## src/rtl/ghostchip_pkg.sv

```systemverilog
// ghostchip_pkg: shared keypad constants, wait FSM states and lowest-index key encoder
package ghostchip_pkg;
  localparam int KEY_COUNT = 16;
  localparam int KEY_IDX_W = 4;
  typedef enum logic [1:0] {IDLE, ARMED, HELD} wait_state_t;
  function automatic logic [KEY_IDX_W-1:0] lowest_key(input logic [KEY_COUNT-1:0] v);
    lowest_key = '0;
    for (int i = KEY_COUNT - 1; i >= 0; i--)
      if (v[i]) lowest_key = KEY_IDX_W'(i);
  endfunction
endpackage

```

## src/rtl/key_debounce.sv

```systemverilog
// key_debounce: two-flop synchroniser plus tick-sampled debounce counter for one key
module key_debounce import ghostchip_pkg::*; #(
  parameter int DEBOUNCE_N = 4
) (
  input  logic clk,
  input  logic reset,
  input  logic raw,
  input  logic tick,
  output logic stable
);
  localparam int CW = $clog2(DEBOUNCE_N) + 1;
  logic sync1_q, sync1_d, sync2_q, sync2_d, stable_q, stable_d, flip;
  logic [CW-1:0] cnt_q, cnt_d;
  always_comb begin
    sync1_d = raw;
    sync2_d = sync1_q;
    flip = tick && (sync2_q != stable_q) && (cnt_q == CW'(DEBOUNCE_N - 1));
    stable_d = flip ? ~stable_q : stable_q;
    cnt_d = !tick ? cnt_q : (sync2_q == stable_q || flip) ? '0 : cnt_q + 1'b1;
  end
  always_ff @(posedge clk) begin
    if (reset) begin
      sync1_q <= 1'b0;
      sync2_q <= 1'b0;
      stable_q <= 1'b0;
      cnt_q <= '0;
    end else begin
      sync1_q <= sync1_d;
      sync2_q <= sync2_d;
      stable_q <= stable_d;
      cnt_q <= cnt_d;
    end
  end
  assign stable = stable_q;
endmodule

```

## src/rtl/keypad_input.sv

```systemverilog
// keypad_input: debounced 16-key keypad matrix, press pulses and FX0A wait-for-key handshake
module keypad_input import ghostchip_pkg::*; #(
  parameter int TICK_DIV = 256,
  parameter int DEBOUNCE_N = 4
) (
  input  logic                 clk,
  input  logic                 reset,
  input  logic [7:0]           switches_p1,
  input  logic [7:0]           switches_p2,
  output logic [KEY_COUNT-1:0] keypad_matrix,
  output logic [KEY_COUNT-1:0] key_press,
  input  logic                 wait_req,
  output logic                 wait_ack,
  output logic [KEY_IDX_W-1:0] wait_key
);
  localparam int PW = $clog2(TICK_DIV);
  logic [PW-1:0] pre_q, pre_d;
  logic tick, ack_q, ack_d;
  logic [KEY_COUNT-1:0] raw, stable, prev_q, prev_d, mask_q, mask_d, elig;
  logic [KEY_IDX_W-1:0] latched_q, latched_d, wait_key_q, wait_key_d;
  wait_state_t state_q, state_d;
  assign raw = {switches_p2, switches_p1};
  for (genvar k = 0; k < KEY_COUNT; k++) begin : g_key
    key_debounce #(.DEBOUNCE_N(DEBOUNCE_N)) u_db (
      .clk    (clk),
      .reset  (reset),
      .raw    (raw[k]),
      .tick   (tick),
      .stable (stable[k])
    );
  end
  always_comb begin
    tick = pre_q == PW'(TICK_DIV - 1);
    pre_d = tick ? '0 : pre_q + 1'b1;
    prev_d = stable;
    elig = key_press & ~mask_q;
    state_d = state_q;
    mask_d = mask_q;
    latched_d = latched_q;
    wait_key_d = wait_key_q;
    ack_d = 1'b0;
    if (state_q == IDLE) begin
      mask_d = stable;
      state_d = wait_req ? ARMED : IDLE;
    end else if (!wait_req) begin
      state_d = IDLE;
    end else if (state_q == ARMED) begin
      mask_d = mask_q & stable;
      latched_d = |elig ? lowest_key(elig) : latched_q;
      state_d = |elig ? HELD : ARMED;
    end else if (!stable[latched_q]) begin
      ack_d = 1'b1;
      wait_key_d = latched_q;
      state_d = IDLE;
    end
  end
  always_ff @(posedge clk) begin
    if (reset) begin
      pre_q <= '0;
      prev_q <= '0;
      mask_q <= '0;
      latched_q <= '0;
      wait_key_q <= '0;
      ack_q <= 1'b0;
      state_q <= IDLE;
    end else begin
      pre_q <= pre_d;
      prev_q <= prev_d;
      mask_q <= mask_d;
      latched_q <= latched_d;
      wait_key_q <= wait_key_d;
      ack_q <= ack_d;
      state_q <= state_d;
    end
  end
  assign keypad_matrix = stable;
  assign key_press = stable & ~prev_q;
  assign wait_ack = ack_q;
  assign wait_key = wait_key_q;
endmodule

```

## config.mk

```make
export PLATFORM = sky130hd
export DESIGN_NAME = keypad_input
export DESIGN_NICKNAME = d
export VERILOG_FILES = /design/src/rtl/ghostchip_pkg.sv /design/src/rtl/key_debounce.sv /design/src/rtl/keypad_input.sv
export SDC_FILE = /design/constraint.sdc
export NUM_CORES = 1
export LEC_CHECK = 0
export BUFFER_PORTS_ARGS = -buffer_cell sky130_fd_sc_hd__buf_4
export CAP_MARGIN = 40
export CORE_MARGIN = 2
export CORE_UTILIZATION = 35
export CTS_CLUSTER_DIAMETER = 50
export DETAILED_ROUTE_END_ITERATION = 7
export SLEW_MARGIN = 25
export SYNTH_ARGS = -nofsm -noshare
export SYNTH_HDL_FRONTEND = slang
export SYNTH_SLANG_ARGS = --single-unit
```

## constraint.sdc

```tcl
create_clock -name clk -period 2.4 [get_ports clk]
set_clock_uncertainty 0.2 [all_clocks]
set_input_delay 0.36 -clock clk [delete_from_list [all_inputs] [get_ports clk]]
set_output_delay 0.36 -clock clk [all_outputs]
set_load 0.02 [all_outputs]
```

==> flow_metrics.env, run 1 <==
export IMPL_status="finished clean"
export IMPL_postSynth_asyncResetShare_pct=0
export IMPL_cts_tree="yes"
export IMPL_syn_to_final_growth_pct=23.8
export IMPL_clkTransAtPathRegs_ps=60
export IMPL_fillers=1633
export IMPL_fmax_ghz=0.449
export IMPL_gp_congestion=0.821
export IMPL_drv_slew=0
export IMPL_grt_setup_unrepaired="no"
export IMPL_cp_arrival_ps=2320
export IMPL_slowest_delay_ps=370
export IMPL_seq_area_frac_synth_pct=47.2
export IMPL_wire_per_inst_microns=14.3
export IMPL_antenna_found_initial=0
export IMPL_p_switching_mw=1.08
export IMPL_synthXorXnorAreaFrac_pct=2.95
export IMPL_io_pins=56
export IMPL_final_min_clock_period_ps=2230
export IMPL_clock_sinks=147
export IMPL_grt_use_total_pct=15.6
export IMPL_synth_mux_area_share_pct=5.26
export IMPL_min_from="reset"
export IMPL_worst_pin_slew_ps=640
export IMPL_switching_share_pct=19.3
export IMPL_final_common_cell="dfxtp_1"
export IMPL_totalWireLength_microns=13500
export IMPL_clk_path_buf_depth=2
export IMPL_synthAdderAreaFrac_pct=6.63
export IMPL_synth_compound_area_share_pct=9.56
export IMPL_clock_root_buffer="clkbuf_16"
export IMPL_vias=4465
export IMPL_h_tree_depth=4
export IMPL_firstDrtPassIters=4
export IMPL_hpwl_microns=9500
export IMPL_pwr_share_seq_pct=44.5
export IMPL_finalHoldViolCount=0
export IMPL_clk_latency_ps=420
export IMPL_avgSynthCellArea_sq_um=9.87
export IMPL_timing_setup_tns_ps=0
export IMPL_p_comb_share_pct=2.8
export IMPL_synth_warnings=0
export IMPL_dieArea_sq_um=18900
export IMPL_drive_above_1_share_pct=22.6
export IMPL_final_nets=757
export IMPL_r2r_start="pre_q[0]$_SDFF_PP0_"
export IMPL_grt_max_degree=59
export IMPL_worstSetupPathType="reg -> reg"
export IMPL_startpoint_type="register"
export IMPL_ys_ff_latch=147
export IMPL_dp_cells=895
export IMPL_cp_required_ps=2490
export IMPL_antenna_cells=0
export IMPL_syn_area_sq_um=6230
export IMPL_instances_no_fill=942
export IMPL_rr_endpoint="g_key[2].u_db.cnt_q[2]$_SDFFE_PP0P_"
export IMPL_synth_ff_type="dfxtp_1"
export IMPL_synth_edf_count=0
export IMPL_clockPowerShare_pct=52.7
export IMPL_setup_viol=0
export IMPL_min_path_type="in -> reg"
export IMPL_final_cell_mix="dfxtp_1 (147), buf_4 (75), nor2b_1 (67)"
export IMPL_overflow=0
export IMPL_endpoint_kind="register"
export IMPL_p_int_mw=4.53
export IMPL_syn_inst=631
export IMPL_vdd_drop_max_mv=0.497
export IMPL_numCtsBuffers=17
export IMPL_rr_worst_depth=7
export IMPL_cp_slowest_cell="dfxtp_1"
export IMPL_post_synth_and_or_nand_nor_area_fraction_pct=23.1
export IMPL_die_w_microns=137
export IMPL_worst_path_most_repeated_cell="buf_4"
export IMPL_drt_iter0_drc=196
export IMPL_power_density_nw_per_um2=728
export IMPL_coreArea_sq_um=17400
export IMPL_num_rows=48
export IMPL_initial_core_util_pct=35.9
export IMPL_synth_top_family_by_area="simple AND/OR/NAND/NOR gates"
export IMPL_cts_setup_buffers=0
export IMPL_syn_num_nets=683
export IMPL_drv_cap=0
export IMPL_path_max_fanout=18
export IMPL_via_per_inst=4.74
export IMPL_die_h_microns=137
export IMPL_yosysUniqueCellTypes=51
export IMPL_ant_nets=0
export IMPL_io_buffers=55
export IMPL_grt_pass1_vias=4480
export IMPL_period_share_pct=92.8
export IMPL_whs_endpoint="g_key[7].u_db.sync1_q$_SDFF_PP0_"
export IMPL_r2r_setup_slack_ps=170
export IMPL_grt_pass1_wl_microns=22200
export IMPL_crit_chain="ha_1 > nand3_2 > nor3_4 > buf_4 > or2_2 > buf_4 > o22ai_1"
export IMPL_slew_headroom_pct=57.4
export IMPL_leakagePower_nw=3.18
export IMPL_drc=0
export IMPL_whs_path_depth=2
-- power by group through the flow --
stage,Clock [mW],Sequential [mW],Combinational [mW]
detailed placement,0,2.55,0.140
global placement,0,2.55,0.138
global route,3.14,2.50,0.175
CTS,3.02,2.50,0.162
floorplan,0,2.54,0.0880
finish,2.96,2.50,0.159
-- stage by stage --
stage | util (%) | power (mW) | hold WS (ps) | instance area (sq um) | setup WS, ps
after detailed placement | 39.6 | 2.69 | 221 | 6870 | 110
after global routing | 44.4 | 5.81 | 63.0 | 7710 | 25.3
after global placement | 39.6 | 2.69 | 218 | 6870 | 211
after floorplan | - | 2.63 | 214 | 6230 | 351
final | 44.4 | 5.61 | 55.5 | 7710 | 173
after CTS | 44.4 | 5.68 | 38.7 | 7700 | 98.2
-- logic make-up (layout without fill, tap and decap cells) --
group | after synthesis | count (layout)
buffers and inverters | 69 | 155
XOR/XNOR | 21 | 21
AND/OR/NAND/NOR | 263 | 263
multiplexers | 26 | 26
flip-flops | 147 | 147
AO/OA/AOI/OAI | 72 | 72
adder cells (fa/ha/maj) | 33 | 33
-- per-layer routing --
| metal | vias to the layer above | share of wire (%) | track usage (%) | wire length [microns] |
|---|---|---|---|---|
| met2 | 68 | 48 | 25.8 | 6490 |
| met3 | 10 | 3.6 | 4.23 | 491 |
| met5 | - | 0 | 0 | 0 |
| met4 | 0 | 1.3 | 6.64 | 182 |
| met1 | 2133 | 47 | 19.0 | 6330 |
| li1 | 2254 | - | - | - |
-- flip-flops by register name, summed over array words and instances, names as in the netlist --
| name | count |
|---|---|
| state_q | 2 |
| wait_key | 4 |
| g_key.u_db.stable | 16 |
| g_key.u_db.cnt_q | 48 |
| g_key.u_db.sync2_q | 16 |
| wait_ack | 1 |
| latched_q | 4 |
| mask_q | 16 |
| prev_q | 16 |
| pre_q | 8 |
| g_key.u_db.sync1_q | 16 |
-- area by class of cell --
| class | instances | area (sq um) | share of cell area, % |
|---|---|---|---|
| repair buffers | 91 | 723 | 9.38 |
| well taps | 225 | 282 | 3.65 |
| inverters | 33 | 124 | 1.61 |
| flip-flops and latches | 147 | 2940 | 38.2 |
| clock inverters | 8 | 171 | 2.22 |
| clock buffers | 23 | 498 | 6.46 |
| multi-input cells | 415 | 2970 | 38.5 |
-- what timing repair did --
| action | in CTS | in global routing |
|---|---|---|
| hold buffers | 16 | 0 |
| endpoints found under the hold margin | 16 | 0 |
| gates resized for setup | 0 | 2 |
| setup endpoints to repair | 0 | 2 |
-- worst max-delay path, delay by kind of cell (launching register included) --
family | cells | cell delay, ps
buf+inv | 2 | 580
flops | 1 | 370
simple gates | 3 | 600
fa+ha+maj | 1 | 220
compound gates | 1 | 130
-- synthesized netlist by cell type, types with 2 or more instances --
cell | instances | area (sq um)
dfxtp_1 | 147 | 2940
nor2_1 | 67 | 251
nor2b_1 | 67 | 419
nand2_1 | 52 | 195
ha_1 | 33 | 413
inv_1 | 33 | 124
mux2i_1 | 20 | 200
o21ai_2 | 20 | 175
nor3_1 | 18 | 90.1
xnor2_1 | 18 | 158
clkbuf_1 | 17 | 63.8
buf_4 | 16 | 120
nor3b_1 | 16 | 120
o21ai_0 | 15 | 75.1
o22ai_2 | 10 | 125
or3_4 | 10 | 113
or3_1 | 7 | 43.8
o22ai_1 | 6 | 37.5
a21oi_1 | 5 | 25.0
nand3_1 | 5 | 25.0
nand2b_1 | 4 | 25.0
a211oi_1 | 3 | 22.5
mux4_1 | 3 | 78.8
nor4_2 | 3 | 37.5
or2_2 | 3 | 18.8
or3b_1 | 3 | 26.3
xor2_1 | 3 | 26.3
a21o_1 | 2 | 15.0
buf_2 | 2 | 10.0
o41ai_1 | 2 | 17.5
-- worst max-delay path by stage --
stage	from	end	slack (ps)	cells past startpoint
floorplan	pre_q[0]$_SDFF_PP0_	g_key[0].u_db.cnt_q[2]$_SDFFE_PP0P_	350	7
global placement	g_key[9].u_db.stable$_SDFFE_PP0P_	state_q[0]$_SDFFE_PP0P_	210	5
detailed placement	pre_q[0]$_SDFF_PP0_	g_key[2].u_db.cnt_q[1]$_SDFFE_PP0P_	110	6
CTS	pre_q[0]$_SDFF_PP0_	g_key[2].u_db.cnt_q[1]$_SDFFE_PP0P_	100	6
global route	pre_q[0]$_SDFF_PP0_	g_key[3].u_db.cnt_q[2]$_SDFFE_PP0P_	30	7
finish	pre_q[0]$_SDFF_PP0_	g_key[2].u_db.cnt_q[2]$_SDFFE_PP0P_	170	7
No activity file was read; power rests on OpenSTA's default activity.
==> run 2, diff against run 1 <==
- SYNTH_HIERARCHICAL: not set -> 1
==> run 2 against run 1 <==
Effect of this change: power shrank 5.4%; critical endpoint is now g_key[1].u_db/cnt_q[2]$_SDFFE_PP0P_; fmax grew 2.9%; core utilization grew 0.37 points; critical path depth is the same; highest routed layer unchanged; register-to-register slack gained 60 ps; sequential share of layout area shrank 1.7 points; sequential power is essentially flat; hold slack gained 35 ps; clock-buffer cell count shrank 2.
==> flow_metrics.env, run 2 <==
export IMPL_syn_area_sq_um=6470
export IMPL_coreArea_sq_um=18000
export IMPL_synthAdderAreaFrac_pct=6.38
export IMPL_synth_warnings=6
export IMPL_cts_tree="yes"
export IMPL_grt_setup_unrepaired="no"
export IMPL_min_path_type="in -> reg"
export IMPL_clkTransAtPathRegs_ps=60
export IMPL_final_cell_mix="dfxtp_1 (147), buf_4 (73), nor2b_1 (37)"
export IMPL_via_per_inst=5.08
export IMPL_netlist_area_leader_share_pct=45.5
export IMPL_fmax_ghz=0.462
export IMPL_synth_compound_area_share_pct=16.9
export IMPL_worst_pin_slew_ps=649
export IMPL_avgSynthCellArea_sq_um=11.1
export IMPL_largest_reg_flops=48
export IMPL_dpl_worst_slack_ps=268
export IMPL_fin_ws_ps=235
export IMPL_rr_worst_depth=7
export IMPL_seq_area_frac_synth_pct=45.5
export IMPL_finalPower_mw=5.31
export IMPL_syn_num_nets=633
export IMPL_power_density_nw_per_um2=657
export IMPL_dieArea_sq_um=19600
export IMPL_numCtsBuffers=17
export IMPL_finalHoldViolCount=0
export IMPL_yosys_area_top_type="dfxtp_1"
export IMPL_clock_root_buffer="clkbuf_16"
export IMPL_hpwl_microns=9530
export IMPL_instances_no_fill=925
export IMPL_period_share_pct=90.2
export IMPL_synthXorXnorAreaFrac_pct=2.98
export IMPL_clk_latency_ps=420
export IMPL_wire_per_inst_microns=14.9
export IMPL_antenna_found_initial=0
export IMPL_status="finished clean"
export IMPL_vdd_drop_max_mv=0.490
export IMPL_netlist_top_cells_area="dfxtp_1 (45%), ha_1 (6.4%), a32o_1 (4.9%)"
export IMPL_endpoint_kind="register"
export IMPL_grt_max_degree=64
export IMPL_final_min_clock_period_ps=2160
export IMPL_slowest_delay_ps=370
export IMPL_postSynth_asyncResetShare_pct=0
export IMPL_timing_setup_tns_ps=0
export IMPL_final_nets=735
export IMPL_cp_required_ps=2560
export IMPL_seqCellArea_sq_um=2940
export IMPL_ys_ff_latch=147
export IMPL_ant_nets=0
export IMPL_firstDrtPassIters=4
export IMPL_whs_ps=91.0
export IMPL_leakagePower_nw=3.52
export IMPL_synth_top_family_by_area="simple AND/OR/NAND/NOR gates"
export IMPL_die_h_microns=140
export IMPL_cts_setup_buffers=0
export IMPL_top_register="g_key.u_db/cnt_q"
export IMPL_whs_path_depth=2
export IMPL_path_max_fanout=35
export IMPL_overflow=0
export IMPL_cts_hold_buf=16
export IMPL_cp_arrival_ps=2330
export IMPL_crit_chain="ha_1 > nand3_1 > nor2_1 > and3_2 > buf_4 > nor3b_2 > a32o_1"
export IMPL_h_tree_depth=4
export IMPL_cp_slowest_cell="dfxtp_1"
export IMPL_io_buffers=55
export IMPL_final_util_pct=44.8
export IMPL_design_area_sq_um=8080
export IMPL_worstSetupPathType="reg -> reg"
export IMPL_initial_core_util_pct=35.9
export IMPL_antenna_cells=0
export IMPL_drv_slew=0
export IMPL_clk_path_buf_depth=2
export IMPL_clock_sinks=147
export IMPL_startpoint_type="register"
export IMPL_yosysUniqueCellTypes=48
export IMPL_syn_to_final_growth_pct=24.8
export IMPL_drive_above_1_share_pct=31.0
export IMPL_synth_common_cells="dfxtp_1 (147), nor2b_1 (37), inv_1 (36), nor2_1 (35), ha_1 (33)"
export IMPL_syn_inst=581
export IMPL_drv_cap=0
export IMPL_synth_ff_type="dfxtp_1"
export IMPL_multi_input_area_sq_um=3350
export IMPL_synth_edf_count=0
export IMPL_grt_pass1_vias=4788
export IMPL_num_rows=49
export IMPL_grt_use_total_pct=14.6
export IMPL_io_pins=56
export IMPL_yosysMostFrequentCell="dfxtp_1"
export IMPL_placed_area_sq_um=7330
export IMPL_grt_pass1_wl_microns=23100
export IMPL_slew_headroom_pct=56.6
export IMPL_drc=0
export IMPL_dp_cells=877
export IMPL_post_synth_and_or_nand_nor_area_fraction_pct=23.0
export IMPL_fillers=1718
export IMPL_final_common_cell="dfxtp_1"
export IMPL_setup_viol=0
export IMPL_drt_iter0_drc=186
export IMPL_cts_resized=0
export IMPL_synth_mux_area_share_pct=2.49
export IMPL_vias=4700
export IMPL_die_w_microns=140
export IMPL_totalWireLength_microns=13800
export IMPL_gp_congestion=0.845
## run 2: final timing paths
check / end / slack, ps / start
hold reg to reg: g_key[14].u_db/sync2_q$_SDFF_PP0_ / 250 / g_key[14].u_db/sync1_q$_SDFF_PP0_
setup reg to reg: g_key[1].u_db/cnt_q[2]$_SDFFE_PP0P_ / 240 / pre_q[0]$_SDFF_PP0_
setup / recovery: g_key[1].u_db/cnt_q[2]$_SDFFE_PP0P_ / 240 / pre_q[0]$_SDFF_PP0_
hold / removal: prev_q[3]$_SDFF_PP0_ / 90 / reset
## run 2: metal layers
metal,share of wire (%),GRT usage (%)
met5,0,0
met4,2.0,5.74
met3,4.2,4.24
met2,47,23.8
met1,47,18.2
## run 2: cells by family (layout without fill, tap and decap cells)
logic type                 Yosys count  in the layout
AOI/OAI and AO/OA                  121            121
xor gates and xnor gates            22             22
adders and majority gates           33             33
buffers and inverters               46            161
DFF                                147            147
muxes                               12             12
and+or+nand+nor                    200            200
## run 2: layout make-up
cell class / count / share of cell area, %
clock inverters: 11 / 1.56
well taps: 229 / 3.55
inverters: 37 / 1.72
flip-flops and latches: 147 / 36.4
repair buffers: 92 / 9.51
clock buffers: 21 / 5.70
multi-input cells: 388 / 41.5
## run 2: where the power goes
part           switching [mW]  internal, mW  total (mW)
combinational          0.0934        0.0852       0.179
sequential             0.0188          2.48        2.50
clock                    1.04          1.59        2.63
## run 2: worst max-delay path: cells and delay by family (launching register included)
kind | cells | cell delay [ps]
buffers and inverters | 1 | 310
AOI/OAI and AO/OA | 1 | 200
adders and majority gates | 1 | 200
and+or+nand+nor | 4 | 820
DFF | 1 | 370
